===== config.mk =====
export PLATFORM = sky130hd
export DESIGN_NAME = instr_mem_loadable
export DESIGN_NICKNAME = d
export VERILOG_FILES = /design/src/rtl/instr_mem_loadable.sv
export SDC_FILE = /design/constraint.sdc
export NUM_CORES = 2
export LEC_CHECK = 0
export BUFFER_PORTS_ARGS = -buffer_cell sky130_fd_sc_hd__buf_2
export CAP_MARGIN = 5
export CORE_MARGIN = 3
export CORE_UTILIZATION = 40
export CTS_BUF_LIST = sky130_fd_sc_hd__clkbuf_16
export DETAILED_ROUTE_END_ITERATION = 10
export PLACE_DENSITY = 0.63
export SLEW_MARGIN = 25
export SYNTH_ARGS = -nofsm -noshare
export SYNTH_HDL_FRONTEND = slang
export SYNTH_SLANG_ARGS = --single-unit

===== constraint.sdc =====
create_clock -name clk -period 5.3 [get_ports clk]
set_input_delay 0.53 -clock clk [delete_from_list [all_inputs] [get_ports clk]]
set_output_delay 0.53 -clock clk [all_outputs]
set_load 0.02 [all_outputs]

===== src/rtl/instr_mem_loadable.sv =====
// Loadable instruction memory: a program is written through the load port at run time,
// and fetches return one registered word per accepted request. Optional parity: IMEM_PARITY_EN.
module instr_mem_loadable #(
  parameter int DATA_W = 32,
  parameter int DEPTH  = 64,
  parameter int ADDR_W = 32,
  parameter int LA_W   = $clog2(DEPTH)
) (
  input  logic              clk,
  input  logic              rst_n,
  input  logic              fetch_req,
  input  logic [ADDR_W-1:0] fetch_addr,
  output logic              fetch_ready,
  output logic [DATA_W-1:0] instr,
  output logic              instr_valid,
  output logic              fetch_fault,
  input  logic              load_en,
  input  logic [LA_W-1:0]   load_addr,
  input  logic [DATA_W-1:0] load_data,
  input  logic              load_done,
`ifdef IMEM_PARITY_EN
  output logic              parity_err,
`endif
  output logic [1:0]        state_o
);

  typedef enum logic [1:0] {
    EMPTY = 2'd0,
    LOAD  = 2'd1,
    RUN   = 2'd2
  } state_t;

  state_t state_q, state_d;

  logic [DATA_W-1:0] mem [DEPTH];
`ifdef IMEM_PARITY_EN
  logic              par_mem [DEPTH];
`endif

  logic              accept;
  logic [LA_W-1:0]   word_idx;
  logic [ADDR_W-1:0] high_bits;
  logic              bad_addr;
  logic [DATA_W-1:0] rd_word;

  assign fetch_ready = (state_q == RUN) && !load_en;
  assign accept      = fetch_req && fetch_ready;
  assign state_o     = state_q;

  // Any bit above the array's byte span means out of range; addresses never alias.
  assign word_idx  = fetch_addr[LA_W+1:2];
  assign high_bits = fetch_addr >> (LA_W + 2);
  assign bad_addr  = (fetch_addr[1:0] != 2'b00) || (high_bits != '0);
  assign rd_word   = mem[word_idx];

  always_ff @(posedge clk or negedge rst_n) begin
    if (!rst_n) state_q <= EMPTY;
    else        state_q <= state_d;
  end

  // load_done wins over load_en, so a final write with load_done lands and enters RUN.
  always_comb begin
    state_d = state_q;
    unique case (state_q)
      EMPTY: begin
        if (load_done)    state_d = RUN;
        else if (load_en) state_d = LOAD;
      end
      LOAD: begin
        if (load_done) state_d = RUN;
      end
      RUN: begin
        if (load_done)    state_d = RUN;
        else if (load_en) state_d = LOAD;
      end
      default: state_d = EMPTY;
    endcase
  end

  always_ff @(posedge clk) begin
    if (load_en) begin
      mem[load_addr] <= load_data;
`ifdef IMEM_PARITY_EN
      par_mem[load_addr] <= ^load_data;
`endif
    end
  end

  always_ff @(posedge clk or negedge rst_n) begin
    if (!rst_n) begin
      instr       <= '0;
      instr_valid <= 1'b0;
      fetch_fault <= 1'b0;
    end else begin
      instr_valid <= accept;
      if (accept) begin
        if (bad_addr) begin
          instr       <= '0;
          fetch_fault <= 1'b1;
        end else begin
          instr       <= rd_word;
          fetch_fault <= 1'b0;
        end
      end
    end
  end

`ifdef IMEM_PARITY_EN
  always_ff @(posedge clk or negedge rst_n) begin
    if (!rst_n) begin
      parity_err <= 1'b0;
    end else if (accept) begin
      parity_err <= !bad_addr && ((^rd_word) != par_mem[word_idx]);
    end
  end
`endif

endmodule

==> summary.md <==
| Metric | Value |
|---|---|
| Status | `finished, final reports clean` |
| Filler instances | `16400` |
| Hold Vio Cnt, Final | `0` |
| Vias in the first global route | `40000` |
| Total GRT Usage | `20.6%` |
| Fin util | `45.8%` |
| Antenna violations before repair | `19` |
| Number of CTS-inserted buffers | `roughly 200` |
| Post-DR wirelength/cell | `31.2 um` |
| Crit share post-route | `67.4%` |
| DP HPWL | `127 mm` |
| Most frequent cells in the layout | `edfxtp_1 (2048), mux4_2 (386), mux2i_1 (270)` |
| Initial Utilization | `40.4%` |
| First-pass GRT wire length | `between 300 and 400 mm` |
| Die ar. | `0.206 mm2` |
| Synth area leaders | `edfxtp_1 (77%), mux4_2 (11%), mux2i_1 (3.4%)` |
| Syn Area/Cell | `21.4 um2` |
| Normalized max-slew margin | `29.7%` |
| Max Fclk | `0.280 GHz` |
| Ys flop type | `edfxtp_1` |
| Actual slew at the worst max-slew pin | `1.05 ns` |
| Post-synthesis cell area | `approximately 0.080 mm2` |
| HP Class | `in -> reg` |
| Ys async rst share | `1.73%` |
| R2R Path End | `instr[15]$_DFFE_PN0P_` |
| RD Place Congestion | `~0.83` |
| CTS clk-pin slew, worst paths | `0.06 ns` |
| Net count reported at finish | `4075` |
| CP endpoint | `instr[15]$_DFFE_PN0P_` |
| CP Data Arrival Time | `4.30 ns` |
| Port-buffer cells | `about 110` |
| P per Cell Area | `367 mW/mm2` |
| Iter 0 DRT Violations | `5424` |
| Data required, critical path | `6.03 ns` |
| CTS Buffer Depth | `3` |
| Most common cell after layout, fill and taps aside | `edfxtp_1` |
| Element type at the critical path end | `flip-flop` |
| Clock root buffer | `clkbuf_16` |
| Max-slew violation count | `0` |
| Power Total | `around 33 mW` |
| H-tree lvl count | `4` |
| Sequential fraction of the synthesis area | `77.8%` |
| Crit start category | `flip-flop` |
| Synth Instances | `about 3800` |
| R2R setup slack | `1.73 ns` |
| Min Tclk post-route | `between 3 and 4 ns` |
| Setup_tns | `0 ns` |
| Setup CP Type | `reg -> reg` |
| Reg2reg path depth | `8` |
| FF+latch count, synth | `between 2000 and 2500` |
| Number of setup violations in the final report | `0` |
| Number of gates resized after cts | `0` |
| Cell Rows | `163` |
| Area grow syn2layout | `13.3%` |
| Drt first pass iters | `5` |
| Core footprint | `approximately 0.20 mm2` |
| Max IR drop VDD | `~0.00036 V` |
| Io pins | `around 110` |
| Syn nets | `3828` |
| Number of max-cap violations | `0` |
| Distinct cells, synth | `61` |
| Pin count of the biggest net entering global routing | `86` |
| CP startpoint | `state_o[0]$_DFFE_PN0P_` |
| CTS Sinks | `2084` |
| Area share of the largest cell type after synthesis | `76.7%` |
| Pleak | `a little under 30 nW` |
| Max FO, Critical Path | `23` |
| Drt drc | `0` |
| Detail Route Antenna Nets | `0` |
| Ratio of cells with drive above 1 in the final layout | `24.1%` |
| Chip height | `~450 um` |
| DP Worst Slack | `1.42 ns` |
| Post-route setup slack | `1.73 ns` |
| Final WL | `213 mm` |
| Reg2reg start | `state_o[0]$_DFFE_PN0P_` |
| RSZ-0062 raised after global routing | `no` |
| Total number of vias | `39900` |
| Clock skew | `around 0.034 ns` |
| Most area-hungry cell type in the Yosys netlist | `edfxtp_1` |
| Grt ovf | `0` |
| Number of synthesized flops with an enable pin | `2048` |
| CTS tree | `done` |
| Worst skew pair latency | `0.83 ns` |
| Vias per cell | `5.85` |
| Die W | `454 um` |
| Yosys warns | `0` |
-- registers in the layout, indices dropped and copies added, names as in the netlist --
signal	flops
mem	2048
state_o	2
instr	32
instr_valid	1
fetch_fault	1
-- synthesized netlist by cell type, types with 3 or more instances --
master and instances:
and3_1 7, clkbuf_8 6, a21oi_1 49, edfxtp_1 2048, o211ai_1 8, a221oi_1 25, o22ai_1 30, inv_1 7
clkbuf_1 52, a31oi_1 11, a211oi_1 52, mux4_2 386, o21ai_0 26, buf_2 56, a221o_1 7, and2_1 6
nand4_1 15, mux4_1 8, nor2_1 94, a22oi_1 127, nand3_1 68, a2111oi_0 7, a22o_1 7, buf_8 7
mux2_2 28, or4_1 3, buf_1 10, buf_4 49, nor4_1 4, nand3b_1 6, buf_6 21, nor4b_1 3
nand2_1 119, a41oi_1 8, nand2b_1 7, nor2b_1 37, o2111ai_1 10, dfrtp_1 36, mux2i_1 270, nor3_1 6
-- power by group --
| part | internal [mW] | switching [mW] |
|---|---|---|
| registers | 18.2 | 0.0249 |
| clock network | 7.52 | 6.01 |
| logic | 0.545 | 1.06 |
-- timing repair --
action | 4_1_cts | 5_1_grt
buffers inserted | 0 | 0
endpoints found under the hold margin | 38 | 0
hold buffers | 2 | 0
-- critical path: stages, from the launching register on --
cell and delay, ns:
dfrtp_1 0.40, nor3b_1 0.43, nand2_2 0.52, inv_1 0.27
nand4_1 0.79, buf_4 0.54, nor2_2 0.26, a22oi_1 0.10
o21ai_0 0.11
-- cells by family (layout without fill, tap and decap cells) --
| kind of cell | count (synthesis) | after routing | share of synthesized area (%) |
|---|---|---|---|
| AO/OA/AOI/OAI | 378 | 378 | 3.37 |
| other | 0 | 11 | 0 |
| flip-flops | 2084 | 2084 | 77.8 |
| multiplexers | 692 | 692 | 14.9 |
| AND/OR/NAND/NOR | 385 | 385 | 2.26 |
| buffers and inverters | 214 | 628 | 1.73 |
-- layout make-up --
cell class | count | area, um2 | share of cell area (%)
inverter | 8 | 30.0 | 0.0330
antenna | 11 | 27.5 | 0.0303
timing repair buffer | 253 | 2040 | 2.25
clock buffer | 204 | 5100 | 5.61
tap | 2640 | 3300 | 3.63
clock inverter | 163 | 1060 | 1.17
sequential | 2084 | 62400 | 68.6
multi-input combinational | 1455 | 17000 | 18.6
-- routing by layer --
| layer | vias up | global-route usage [%] | part of all wire, % |
|---|---|---|---|
| met2 | 1749 | 33.3 | 49 |
| li1 | 16300 | - | - |
| met1 | 21500 | 28.4 | 41 |
| met3 | 323 | 3.77 | 7.7 |
| met5 | - | 0 | 0.018 |
| met4 | 6 | 6.38 | 3.0 |
-- worst min-delay path by stage --
stage | from | end | slack [ns] | depth (start not counted)
floorplan | rst_n | fetch_fault$_DFFE_PN0P_ | 0.23 | 0
global placement | instr[2]$_DFFE_PN0P_ | instr[2]$_DFFE_PN0P_ | 0.48 | 2
detailed placement | instr[1]$_DFFE_PN0P_ | instr[1]$_DFFE_PN0P_ | 0.47 | 2
CTS | load_en | state_o[0]$_DFFE_PN0P_ | 0.22 | 4
global route | load_data[27] | mem[3][27]$_DFFE_PP_ | 0.23 | 1
finish | load_data[5] | mem[54][5]$_DFFE_PP_ | 0.23 | 1
-- through the flow --
| step | hold WS, ns | cell area [um2] | std cells |
|---|---|---|---|
| floorplan | 0.234 | 80200 | 3753 |
| CTS | 0.215 | 90800 | 6805 |
| finish | 0.233 | 90900 | 6818 |
| global route | 0.233 | 90900 | 6807 |
| global placement | 0.477 | 84400 | 6428 |
| detailed placement | 0.471 | 84600 | 6436 |
(Power assumes the default switching activity.)
